[src/rtl/hub75_bcm_scan_driver.sv]
// HUB75 scan driver using binary-coded modulation with a ping-pong line buffer.
// The next row is loaded and shifted while the current row is on display.
`timescale 1ns/1ps
module hub75_bcm_scan_driver #(
    parameter int COLS       = 64,
    parameter int ROW_W      = 3,
    parameter int BPP        = 8,
    parameter int SCLK_DIV   = 4,
    parameter int RD_LAT     = 2,
    parameter int LAT_CYCLES = 2,
    parameter int BASE_TICKS = 64
) (
    input  logic                               clk,
    input  logic                               rst_n,
    input  logic                               enable,
    input  logic [7:0]                         brightness,
    output logic                               mem_rd,
    output logic [3+ROW_W+$clog2(COLS)-1:0]    mem_addr,
    input  logic [5:0]                         mem_data,
    output logic                               R1,
    output logic                               G1,
    output logic                               B1,
    output logic                               R2,
    output logic                               G2,
    output logic                               B2,
    output logic                               SCLK,
    output logic                               LAT,
    output logic                               OE_N,
    output logic [ROW_W-1:0]                   ADDR,
    output logic                               frame_done
);

    localparam int CW  = $clog2(COLS);
    localparam int LDW = $clog2(COLS + RD_LAT) + 1;
    localparam int SW  = $clog2(2 * SCLK_DIV) + 1;
    localparam int LCW = $clog2(LAT_CYCLES) + 1;
    localparam int PLW = (BPP > 1) ? $clog2(BPP) : 1;
    localparam int TW  = $clog2(BASE_TICKS) + BPP + 1;
    localparam int PW  = (TW + 9 > 16) ? TW + 9 : 16;

    localparam logic [2:0] S_IDLE  = 3'd0;
    localparam logic [2:0] S_LOAD  = 3'd1;
    localparam logic [2:0] S_SHIFT = 3'd2;
    localparam logic [2:0] S_WAIT  = 3'd3;
    localparam logic [2:0] S_BLANK = 3'd4;
    localparam logic [2:0] S_LATCH = 3'd5;

    logic [2:0]       state_q, state_d;
    logic [PLW-1:0]   ld_plane_q, ld_plane_d;
    logic [ROW_W-1:0] ld_row_q, ld_row_d;
    logic [LDW-1:0]   ld_cnt_q, ld_cnt_d;
    logic [CW-1:0]    sh_col_q, sh_col_d;
    logic [SW-1:0]    sh_ph_q, sh_ph_d;
    logic [LCW-1:0]   lat_cnt_q, lat_cnt_d;
    logic             sclk_q, sclk_d;
    logic [5:0]       data_q, data_d;
    logic [ROW_W-1:0] addr_q, addr_d;
    logic             bank_q, bank_d;
    logic [TW-1:0]    tot_left_q, tot_left_d;
    logic [TW-1:0]    on_left_q, on_left_d;
    logic             disp_last_q, disp_last_d;
    logic             frame_done_q, frame_done_d;
    logic             abort_q, abort_d;

    logic             vld_q [RD_LAT];
    logic [CW-1:0]    colp_q [RD_LAT];
    logic [5:0]       buf_q [2][COLS];

    logic [CW-1:0]    nxt_col;
    logic             last_row;
    logic             last_plane;
    logic [TW-1:0]    t_val;
    logic [TW-1:0]    on_val;

    assign nxt_col    = sh_col_q + 1'b1;
    assign last_row   = &ld_row_q;
    assign last_plane = (ld_plane_q == PLW'(BPP - 1));
    assign t_val      = TW'(BASE_TICKS) << ld_plane_q;
    assign on_val     = TW'((PW'(t_val) * (PW'(brightness) + PW'(1))) >> 8);

    assign mem_rd   = (state_q == S_LOAD) && (ld_cnt_q < LDW'(COLS));
    assign mem_addr = mem_rd ? {3'(ld_plane_q), ld_row_q, ld_cnt_q[CW-1:0]} : '0;

    assign {R1, G1, B1, R2, G2, B2} = data_q;
    assign SCLK       = sclk_q;
    assign LAT        = (state_q == S_LATCH);
    assign OE_N       = (on_left_q == '0);
    assign ADDR       = addr_q;
    assign frame_done = frame_done_q;

    // Read-return pipeline: each word lands in the buffer RD_LAT cycles after its strobe.
    always_ff @(posedge clk or negedge rst_n) begin
        if (!rst_n) begin
            for (int i = 0; i < RD_LAT; i++) begin
                vld_q[i]  <= 1'b0;
                colp_q[i] <= '0;
            end
        end else begin
            vld_q[0]  <= mem_rd;
            colp_q[0] <= ld_cnt_q[CW-1:0];
            for (int i = 1; i < RD_LAT; i++) begin
                vld_q[i]  <= vld_q[i-1];
                colp_q[i] <= colp_q[i-1];
            end
        end
    end

    always_ff @(posedge clk) begin
        if (vld_q[RD_LAT-1]) begin
            buf_q[bank_q][colp_q[RD_LAT-1]] <= mem_data;
        end
    end

    always_comb begin
        state_d      = state_q;
        ld_plane_d   = ld_plane_q;
        ld_row_d     = ld_row_q;
        ld_cnt_d     = ld_cnt_q;
        sh_col_d     = sh_col_q;
        sh_ph_d      = sh_ph_q;
        lat_cnt_d    = lat_cnt_q;
        sclk_d       = sclk_q;
        data_d       = data_q;
        addr_d       = addr_q;
        bank_d       = bank_q;
        tot_left_d   = tot_left_q;
        on_left_d    = on_left_q;
        disp_last_d  = disp_last_q;
        frame_done_d = 1'b0;
        abort_d      = abort_q;

        // The display timer runs independently of the row FSM.
        if (tot_left_q != '0) begin
            tot_left_d = tot_left_q - 1'b1;
            if (on_left_q != '0) begin
                on_left_d = on_left_q - 1'b1;
            end
            if (tot_left_q == TW'(1)) begin
                frame_done_d = disp_last_q;
            end
        end

        case (state_q)
            S_IDLE: begin
                sclk_d = 1'b0;
                if (enable) begin
                    state_d  = S_LOAD;
                    ld_cnt_d = '0;
                end
            end
            S_LOAD: begin
                if (!enable) begin
                    state_d = S_WAIT;
                    abort_d = 1'b1;
                end else if (ld_cnt_q == LDW'(COLS + RD_LAT - 1)) begin
                    state_d  = S_SHIFT;
                    sh_col_d = '0;
                    sh_ph_d  = '0;
                    sclk_d   = 1'b0;
                    data_d   = buf_q[bank_q][0];
                end else begin
                    ld_cnt_d = ld_cnt_q + 1'b1;
                end
            end
            S_SHIFT: begin
                if (!enable) begin
                    state_d = S_WAIT;
                    abort_d = 1'b1;
                    sclk_d  = 1'b0;
                end else begin
                    sh_ph_d = sh_ph_q + 1'b1;
                    if (sh_ph_q == SW'(SCLK_DIV - 1)) begin
                        sclk_d = 1'b1;
                    end
                    if (sh_ph_q == SW'(2 * SCLK_DIV - 1)) begin
                        sclk_d  = 1'b0;
                        sh_ph_d = '0;
                        if (sh_col_q == CW'(COLS - 1)) begin
                            state_d = S_WAIT;
                        end else begin
                            sh_col_d = nxt_col;
                            data_d   = buf_q[bank_q][nxt_col];
                        end
                    end
                end
            end
            S_WAIT: begin
                sclk_d = 1'b0;
                if (tot_left_q == '0) begin
                    if (abort_q || !enable) begin
                        state_d    = S_IDLE;
                        ld_plane_d = '0;
                        ld_row_d   = '0;
                        abort_d    = 1'b0;
                    end else begin
                        state_d = S_BLANK;
                        addr_d  = ld_row_q;
                    end
                end
            end
            S_BLANK: begin
                state_d   = S_LATCH;
                lat_cnt_d = '0;
            end
            S_LATCH: begin
                if (lat_cnt_q == LCW'(LAT_CYCLES - 1)) begin
                    tot_left_d  = t_val;
                    on_left_d   = on_val;
                    disp_last_d = last_plane && last_row;
                    if (last_row) begin
                        ld_row_d   = '0;
                        ld_plane_d = last_plane ? '0 : ld_plane_q + 1'b1;
                    end else begin
                        ld_row_d = ld_row_q + 1'b1;
                    end
                    bank_d   = ~bank_q;
                    state_d  = S_LOAD;
                    ld_cnt_d = '0;
                end else begin
                    lat_cnt_d = lat_cnt_q + 1'b1;
                end
            end
            default: state_d = S_IDLE;
        endcase
    end

    always_ff @(posedge clk or negedge rst_n) begin
        if (!rst_n) begin
            state_q      <= S_IDLE;
            ld_plane_q   <= '0;
            ld_row_q     <= '0;
            ld_cnt_q     <= '0;
            sh_col_q     <= '0;
            sh_ph_q      <= '0;
            lat_cnt_q    <= '0;
            sclk_q       <= 1'b0;
            data_q       <= '0;
            addr_q       <= '0;
            bank_q       <= 1'b0;
            tot_left_q   <= '0;
            on_left_q    <= '0;
            disp_last_q  <= 1'b0;
            frame_done_q <= 1'b0;
            abort_q      <= 1'b0;
        end else begin
            state_q      <= state_d;
            ld_plane_q   <= ld_plane_d;
            ld_row_q     <= ld_row_d;
            ld_cnt_q     <= ld_cnt_d;
            sh_col_q     <= sh_col_d;
            sh_ph_q      <= sh_ph_d;
            lat_cnt_q    <= lat_cnt_d;
            sclk_q       <= sclk_d;
            data_q       <= data_d;
            addr_q       <= addr_d;
            bank_q       <= bank_d;
            tot_left_q   <= tot_left_d;
            on_left_q    <= on_left_d;
            disp_last_q  <= disp_last_d;
            frame_done_q <= frame_done_d;
            abort_q      <= abort_d;
        end
    end

endmodule

[config.mk]
export PLATFORM = sky130hd
export DESIGN_NAME = hub75_bcm_scan_driver
export DESIGN_NICKNAME = d
export VERILOG_FILES = /design/src/rtl/hub75_bcm_scan_driver.sv
export SDC_FILE = /design/constraint.sdc
export NUM_CORES = 1
export LEC_CHECK = 0
export ABC_CLOCK_PERIOD_IN_PS = 13000
export CAP_MARGIN = 20
export CORE_MARGIN = 2
export CORE_UTILIZATION = 45
export CTS_BUF_LIST = sky130_fd_sc_hd__clkbuf_8
export CTS_CLUSTER_DIAMETER = 40
export CTS_CLUSTER_SIZE = 25
export DETAILED_ROUTE_END_ITERATION = 16
export GPL_TIMING_DRIVEN = 1
export PLACE_DENSITY = 0.63
export SLEW_MARGIN = 20
export SYNTH_ARGS = -nofsm -noshare
export SYNTH_HDL_FRONTEND = slang
export SYNTH_SLANG_ARGS = --single-unit
[constraint.sdc]
create_clock -name clk -period 13 [get_ports clk]
set_input_delay 2.6 -clock clk [delete_from_list [all_inputs] [get_ports clk]]
set_output_delay 2.6 -clock clk [all_outputs]
set_load 0.005 [all_outputs]
==> metrics.cfg, run 1 <==
[run_status]
status=complete, no violations

[pwr]
report.power.total_mw=7.29
p_leak_nw=13.3
powerDensity_nw_per_um2=179
ir_drop_v=0.000154

[sta]
min_period_ns=7.42
tightest_slew_ns=1.11
skew_ns=0.0617
fmax_mhz=135
finalSetupViolCount=0
period_share_pct=57.1
rsz0062_at_grt=false
setup_tns_ns=0
max_slew_margin_pct=26.0
hold_viol_final=0
slew_viol_final=0

[die]
die_h_um=290
die_area_um2=84100
num_rows=104
start_util_pct=45.6
num_io_pins=43
die_x_um=290
core_um2=80700

[clock_network]
cts.clk_slew.worst_paths_ns=0.07
htree_levels=3
cts_resized=0
clk_latency_ns=0.76
cts_tree=yes
cts_root_buffer=clkbuf_8
cts_hold_buf=0
cts_inserted_buffers=107
cts_num_sinks=855
post-cts-setup-buffers=0
clk_path_buf_depth=3

[yosys]
synth_compound_area_share_pct=3.37
synth_edf_count=768
syn_nets=2279
yosys_warnings=0
yosysSeqAreaShare_pct=68.6
synth_cell_type_count=67
synth.most_common_cell=edfxtp_1
synthMuxAreaShare_pct=14.2
synth.area.top_cells=edfxtp_1 (63%), mux4_2 (12%), dfrtp_1 (5.9%), fa_1 (2.3%), nor2_1 (2.1%)
synthXorXnorAreaFrac_pct=1.02
synth_seq_cells=855
avgSynthCellArea_um2=17.0
synthCells=2166
synth-main-ff-cell=edfxtp_1
async_reset_ff_share_pct=10.2
synth_top_family_by_area=multiplexers
synth-simple-area-share_pct=6.70
yosysTopAreaCellShare_pct=62.7
netlist_area_um2=36800
yosys.area.top_type=edfxtp_1
synthAdderAreaFrac_pct=4.14
synth_common_cells=edfxtp_1 (768), nor2_1 (208), mux4_2 (202)

[global_routing]
grt_overflow=0
antenna_found_initial=0
track_usage_pct=19.5
grt_pass1_vias=20100
grt_max_degree=146
grt_pass1_wl_um=125000

[setup_path]
crit_slowest_cell=clkdlybuf4s50_1
cp_data_arrival_time_ns=8.02
crit_family=adder cells
worstPathCellList=clkdlybuf4s50_1, ha_1, xor2_1, nand2_1, fa_1, inv_1, fa_1, ha_1, inv_1, fa_1, inv_1, ha_1, a21o_1, a21oi_1, o21ai_0, a21oi_1, o211ai_1, and3b_1, o31a_1
worst-path-buf-inv=4
path_class=in -> reg
required_ns=13.60
critPathLaunchType=input pin
end_kind=flop
crit_fanout=10
cp_slowest_stage_delay_ns=0.64

[cells_and_area]
nets=2350
final.fill_count=6659
diodes=0
drive_gt1_share_pct=19.0
final_core_utilization_pct=50.4
finalInstanceArea_um2=40700
area_delta_synth_final_pct=10.6
stdcell_count=3389

[route]
drtIter0Drc=1764
drc=0
avgRoutedWirePerCell_um=24.2
vias=19600
vias_per_cell=5.78
dr.pass1.iters=6
ant_nets=0
routed_wl_um=81900

[place]
port_buffers=42
gp_congestion=0.848
dp.cells=3188
place_hpwl_um=51200
placed_area_um2=38300

[job]
max_cap_violations=0

[worst_hold_path]
holdCritPathClass=reg -> reg

## cells by family after synthesis
group	count (synthesis)
buffers and inverters	184
XOR/XNOR	43
adder cells (fa/ha/maj)	96
flip-flops	855
multiplexers	267
AO/OA/AOI/OAI	187
AND/OR/NAND/NOR	534
## cells in the final DEF (no fill, tap or decap), drive strengths merged, types with 22 or more instances in the layout
master         count
buf               29
mux4             202
ha                53
nor2             208
inv              112
o21ai             54
clkdlybuf4s50     35
a21oi             37
xnor2             23
nor3              27
clkinv            43
nand3             51
nand2            126
nor2b             22
fa                43
edfxtp           768
clkbuf           108
dfrtp             87
mux2i             60
## final timing paths
path / startpoint / endpoint / slack (ns) / cells after the start
worst min-delay path: colp_q[7] / colp_q[1] / 0.35 / 0
worst min register to register: colp_q[7] / colp_q[1] / 0.35 / 0
min in group asynchronous: rst_n / frame_done / 1.75 / 1
max in group asynchronous: rst_n / sh_col_q[0] / 9.94 / 2
worst max-delay path: brightness[0] / on_left_q[13] / 5.58 / 19
worst max register to register: ld_plane_q[0] / on_left_q[13] / 7.58 / 19
## sequential cells by signal, summed over array words and instances, names as in the netlist
name,cells
buf_q,768
tot_left_q,15
vld_q,2
lat_cnt_q,2
sh_ph_q,4
sh_col_q,6
ld_plane_q,3
state_q,3
ld_row_q,3
colp_q,12
data_q,6
SCLK,1
ld_cnt_q,8
abort_q,1
disp_last_q,1
frame_done,1
ADDR,3
bank_q,1
on_left_q,15
## metal layers
metal | track usage [%] | vias to the layer above | part of all wire [%]
li1 | - | 8579 | -
met1 | 26.7 | 10300 | 42
met2 | 32.1 | 629 | 49
met3 | 3.52 | 131 | 6.1
met4 | 5.74 | 0 | 2.7
met5 | 0 | - | 0
## power by group
part | switching, mW | internal, mW | total (mW)
logic | 1.05 | 0.838 | 1.89
clock network | 1.10 | 1.02 | 2.12
registers | 0.171 | 3.10 | 3.27
## cell type report
| class | count | area [um^2] | share of cell area, % |
|---|---|---|---|
| clock inverter | 93 | 911 | 2.24 |
| tap | 1060 | 1330 | 3.26 |
| multi-input combinational | 1127 | 10800 | 26.6 |
| timing repair buffer | 64 | 604 | 1.48 |
| clock buffer | 108 | 1490 | 3.65 |
| inverter | 82 | 308 | 0.756 |
| sequential | 855 | 25200 | 62.0 |
## per-stage QoR
stage	worst slack, ns	hold WS (ns)
final	5.58	0.354
after global routing	5.26	0.361
after global placement	5.02	0.337
after CTS	5.65	0.353
after floorplan	6.01	0.331
after detailed placement	4.89	0.335
## worst register-to-register path, stage by stage (launching register included)
cell      delay (ns)
dfrtp_1         0.43
inv_1           0.12
ha_1            0.31
nor2b_1         0.56
nand2_1         0.16
fa_1            0.44
inv_1           0.07
fa_1            0.42
ha_1            0.29
inv_1           0.05
fa_1            0.59
inv_1           0.06
ha_1            0.29
a21o_1          0.18
a21oi_1         0.25
o21ai_0         0.21
a21oi_1         0.25
o211ai_1        0.16
and3b_1         0.19
o31a_1          0.26
Power figures use the tool's default switching activity.
==> inputs of run 2 (changes only) <==
--- a/config.mk
+++ b/config.mk
@@ -5,7 +5,7 @@
 export SDC_FILE = /design/constraint.sdc
 export NUM_CORES = 1
 export LEC_CHECK = 0
-export ABC_CLOCK_PERIOD_IN_PS = 13000
+export ABC_CLOCK_PERIOD_IN_PS = 6600
 export CAP_MARGIN = 20
 export CORE_MARGIN = 2
 export CORE_UTILIZATION = 45
@@ -14,7 +14,7 @@
 export CTS_CLUSTER_SIZE = 25
 export DETAILED_ROUTE_END_ITERATION = 16
 export GPL_TIMING_DRIVEN = 1
-export PLACE_DENSITY = 0.63
+export PLACE_DENSITY = 0.66
 export SLEW_MARGIN = 20
 export SYNTH_ARGS = -nofsm -noshare
 export SYNTH_HDL_FRONTEND = slang
==> constraint.sdc (replaced) <==
create_clock -name clk -period 6.6 [get_ports clk]
set_input_delay 1.32 -clock clk [delete_from_list [all_inputs] [get_ports clk]]
set_output_delay 1.32 -clock clk [all_outputs]
set_load 0.005 [all_outputs]
==> run 2 against run 1 <==
  * Flip-flop and latch count is the same
  * Final area up 0.15%
  * Cell count grew 0.38%
  * Register-to-register slack worse by 6.4 ns
  * Largest cell class unchanged
  * Worst hold slack improved by 0.0059 ns
  * Critical path type unchanged
  * Global-route usage is 0.23 points lower
  * First-iteration DRC count is 8.8% higher
==> metrics.cfg, run 2 (synthesized netlist as in run 1, its figures left out) <==
[sta]
period_share_pct=89.0
max_slew_margin_pct=21.7
rsz0062_at_grt=false
timing.hold.ws_ns=0.360
hold_viol_final=0
finalSetupViolCount=0
tightest_slew_ns=1.17
slew_viol_final=0
min_period_ns=5.87
setup_ws_ns=0.726
fmax_mhz=170
skew_ns=0.0509
setup_tns_ns=0

[die]
start_util_pct=45.6
die_x_um=290
die_h_um=290
core_um2=80700
num_io_pins=43
num_rows=104
die_area_um2=84100

[setup_path]
required_ns=7.18
path_class=in -> reg
end_kind=flop
crit_fanout=4
cp_data_arrival_time_ns=6.46
critPathLaunchType=input pin

[cells_and_area]
largest_reg_flops=768
final_core_utilization_pct=50.5
nets=2361
stdcell_count=3402
regArea_um2=25200
drive_gt1_share_pct=19.3
layout_commonest_cell=edfxtp_1
finalInstanceArea_um2=40800
multi_input_area_um2=10800
final.fill_count=6606
diodes=0
mostFrequentLayoutCells=edfxtp_1 (768), nor2_1 (207), mux4_2 (202), nand2_1 (126), clkbuf_8 (109)
area_delta_synth_final_pct=10.8

[route]
drc=0
vias_per_cell=5.78
routed_wl_um=80900
drtIter0Drc=1920
dr.pass1.iters=7
ant_nets=0
avgRoutedWirePerCell_um=23.8
vias=19700

[clock_network]
post-cts-setup-buffers=0
cts.clk_slew.worst_paths_ns=0.07
clk_path_buf_depth=3
htree_levels=3
cts_tree=yes
cts_num_sinks=855
cts_root_buffer=clkbuf_8
cts_hold_buf=0
cts_inserted_buffers=107
cts_resized=0
clk_latency_ns=0.74

[global_routing]
grt_max_degree=113
antenna_found_initial=0
grt_pass1_wl_um=124000
track_usage_pct=19.3
grt_pass1_vias=20100
grt_overflow=0

[place]
port_buffers=42
place_hpwl_um=51300
gp_congestion=0.846
placed_area_um2=38400
dp.cells=3199
pre_cts_ws_ns=0.0497

[pwr]
report.power.total_mw=14.3
p_leak_nw=13.3
ir_drop_v=0.000249
powerDensity_nw_per_um2=351

[run_status]
status=complete, no violations

[job]
max_cap_violations=0

[worst_hold_path]
holdCritPathClass=reg -> reg

[run 2: changes by cell type in the layout (fill, tap and decap cells not counted), moves of 2 or more]
cell	previous run	this run
nor3_2	0	2
inv_12	3	1
clkinv_1	7	9
inv_1	89	93
buf_4	24	35
clkinv_8	5	2
clkinv_2	21	9
inv_6	17	20
nor3_1	27	25
clkinvlp_4	11	21
[run 2: cell type report]
class | count | share of cell area, %
clock inverters | 94 | 2.11
clock buffers | 109 | 3.68
inverters | 82 | 0.755
well taps | 1060 | 3.25
flip-flops and latches | 855 | 61.9
repair buffers | 75 | 1.69
multi-input cells | 1127 | 26.6
[run 2: report_power, final]
part | internal (mW) | switching (mW) | total, mW
logic | 1.65 | 2.13 | 3.78
registers | 6.11 | 0.297 | 6.41
clock network | 1.97 | 2.15 | 4.12
total | 9.73 | 4.58 | 14.3
[run 2: final timing paths]
kind,startpoint,to,slack (ns),depth (start not counted)
max in group asynchronous,rst_n,sh_col_q[0],4.83,2
max reg2reg,ld_plane_q[0],on_left_q[13],1.22,17
min in group asynchronous,rst_n,on_left_q[1],0.45,1
max,brightness[1],on_left_q[13],0.73,19
min reg2reg,colp_q[9],colp_q[3],0.36,0
min,colp_q[9],colp_q[3],0.36,0
[run 2: worst max-delay path: stages]
cell and delay [ns]:
clkdlybuf4s50_1 0.51, ha_1 0.20, nand3_1 0.12, nor2_1 0.34
and3_1 0.24, nand2_1 0.08, fa_1 0.53, fa_1 0.56
inv_1 0.06, fa_1 0.53, inv_1 0.06, fa_1 0.53
inv_1 0.04, ha_1 0.32, o21a_1 0.21, a21oi_1 0.22
o211ai_1 0.13, and3b_1 0.18, o31a_1 0.26
[run 2: per-layer routing]
| metal | vias up | wire length, um | GRT usage (%) |
|---|---|---|---|
| met5 | - | 0 | 0 |
| li1 | 8605 | - | - |
| met1 | 10200 | 33700 | 27.1 |
| met2 | 764 | 39000 | 30.5 |
| met3 | 108 | 6350 | 3.84 |
| met4 | 0 | 1900 | 6.06 |
==> inputs of run 3 (changes only) <==
--- a/config.mk
+++ b/config.mk
@@ -8,13 +8,13 @@
 export ABC_CLOCK_PERIOD_IN_PS = 6600
 export CAP_MARGIN = 20
 export CORE_MARGIN = 2
-export CORE_UTILIZATION = 45
+export CORE_UTILIZATION = 59
 export CTS_BUF_LIST = sky130_fd_sc_hd__clkbuf_8
-export CTS_CLUSTER_DIAMETER = 40
+export CTS_CLUSTER_DIAMETER = 80
 export CTS_CLUSTER_SIZE = 25
 export DETAILED_ROUTE_END_ITERATION = 16
 export GPL_TIMING_DRIVEN = 1
-export PLACE_DENSITY = 0.66
+export PLACE_DENSITY_LB_ADDON = 0.05
 export SLEW_MARGIN = 20
 export SYNTH_ARGS = -nofsm -noshare
 export SYNTH_HDL_FRONTEND = slang
==> run 3 against run 2 <==
  * Clock skew is 0.00078 ns higher
  * Critical path depth stayed put
  * Die area is 23% lower
  * Via count is 3.1% lower
  * Sequential share of layout area is 3.0 points higher
  * Register-to-register slack better by 0.11 ns
  * Sequential power is 0.8% higher
  * Final area is 4.6% lower
  * Worst hold slack better by 0.0067 ns
  * Setup slack better by 0.068 ns
  * Utilization is 12 points higher
  * Critical endpoint unchanged
==> metrics.cfg, run 3 (synthesized netlist as in run 1, its figures left out) <==
[setup_path]
crit_slowest_cell=fa_1
required_ns=7.19
crit_fanout=5
worst-path-buf-inv=4
end_kind=flop
crit_family=adder cells
critPathLaunchType=input pin
path_class=in -> reg
worstPathCellList=clkdlybuf4s50_1, ha_1, nand3_1, nor2_1, and3_1, nand2_1, fa_1, fa_1, inv_1, fa_1, inv_1, fa_1, inv_1, ha_1, o21a_1, a21oi_1, o211ai_1, and3b_1, o31a_1
cp_data_arrival_time_ns=6.40
crit_top_cell=fa_1
reg2reg_depth=18
cp.depth=19
cp_slowest_stage_delay_ns=0.56

[sta]
slew_viol_final=0
hold_viol_final=0
skew_ns=0.0517
finalSetupViolCount=0
max_slew_margin_pct=23.5
setup_ws_ns=0.794
min_period_ns=5.81
setup_tns_ns=0
period_share_pct=88.0
timing.hold.ws_ns=0.366
fmax_mhz=172
tightest_slew_ns=1.14
rsz0062_at_grt=false

[global_routing]
antenna_found_initial=1
grt_pass1_wl_um=119000
track_usage_pct=25.1
grt_pass1_vias=18900
grt_max_degree=109
grt_overflow=0

[pwr]
report.power.total_mw=12.5
powerDensity_nw_per_um2=320
ir_drop_v=0.000245
p_leak_nw=12.6

[route]
avgRoutedWirePerCell_um=25.8
vias=19100
ant_nets=0
drc=0
drtIter0Drc=2141
vias_per_cell=6.24
dr.pass1.iters=5
routed_wl_um=78800

[die]
die_x_um=254
num_io_pins=43
core_um2=61700
die_area_um2=64400
die_h_um=254
start_util_pct=59.6
num_rows=91

[cells_and_area]
layout_commonest_cell=edfxtp_1
nets=2290
drive_gt1_share_pct=14.2
final_core_utilization_pct=63.0
final.fill_count=4428
multi_input_area_um2=10800
area_delta_synth_final_pct=5.71
largest_reg_flops=768
mostFrequentLayoutCells=edfxtp_1 (768), nor2_1 (207), mux4_2 (202), nand2_1 (126), inv_1 (108)
regArea_um2=25200
stdcell_count=3053
finalInstanceArea_um2=38900

[clock_network]
cts_num_sinks=855
cts.clk_slew.worst_paths_ns=0.15
cts_resized=0
htree_levels=2
clk_path_buf_depth=3
post-cts-setup-buffers=0
cts_hold_buf=0
cts_tree=yes
clk_latency_ns=0.72
cts_root_buffer=clkbuf_8
cts_inserted_buffers=42

[place]
placed_area_um2=38100
dp.cells=2970
pre_cts_ws_ns=0.0768
port_buffers=42
place_hpwl_um=50900
gp_congestion=0.920

[worst_hold_path]
holdCritPathClass=reg -> reg
whs_path_depth=0

[job]
max_cap_violations=0

[run_status]
status=complete, no violations

## run 3: changes by cell type in the layout (fill, tap and decap cells not counted), moves of 2 or more
cell	previous run	this run
nor3_2	2	0
inv_6	20	3
nand3_2	1	3
buf_4	35	29
nand3_1	50	48
diode_2	0	5
clkbuf_8	109	43
clkinvlp_4	21	0
inv_1	93	108
bufinv_16	8	0
clkinv_4	11	0
nor3_1	25	27
clkinv_2	9	0
clkinv_1	9	0
## run 3: final cells by class
class,instances,area share [%]
clock buffers,43,1.52
diodes,5,0.0322
multi-input cells,1127,27.8
repair buffers,69,1.65
clock inverters,35,0.547
well taps,837,2.69
flip-flops and latches,855,64.9
inverters,82,0.791
## run 3: power by group
group	switching [mW]	internal (mW)	total, mW
clock network	1.61	0.670	2.29
registers	0.346	6.11	6.46
logic	2.07	1.65	3.71
## run 3: metal layers
metal / vias up / track usage [%] / wire, um
met2: 614 / 39.7 / 37600
met1: 9937 / 37.4 / 34000
met4: 0 / 6.72 / 2000
met3: 112 / 3.54 / 5210
li1: 8388 / - / -
met5: - / 0 / 0
## run 3: path summary, 6_finish.rpt
| kind | endpoint | slack (ns) | startpoint |
|---|---|---|---|
| setup reg to reg | on_left_q[13] | 1.33 | ld_plane_q[2] |
| setup / recovery | on_left_q[13] | 0.79 | brightness[0] |
| hold reg to reg | colp_q[4] | 0.37 | colp_q[10] |
| hold / removal | colp_q[4] | 0.37 | colp_q[10] |
| max in group asynchronous | sh_col_q[0] | 4.88 | rst_n |
| min in group asynchronous | on_left_q[1] | 0.46 | rst_n |
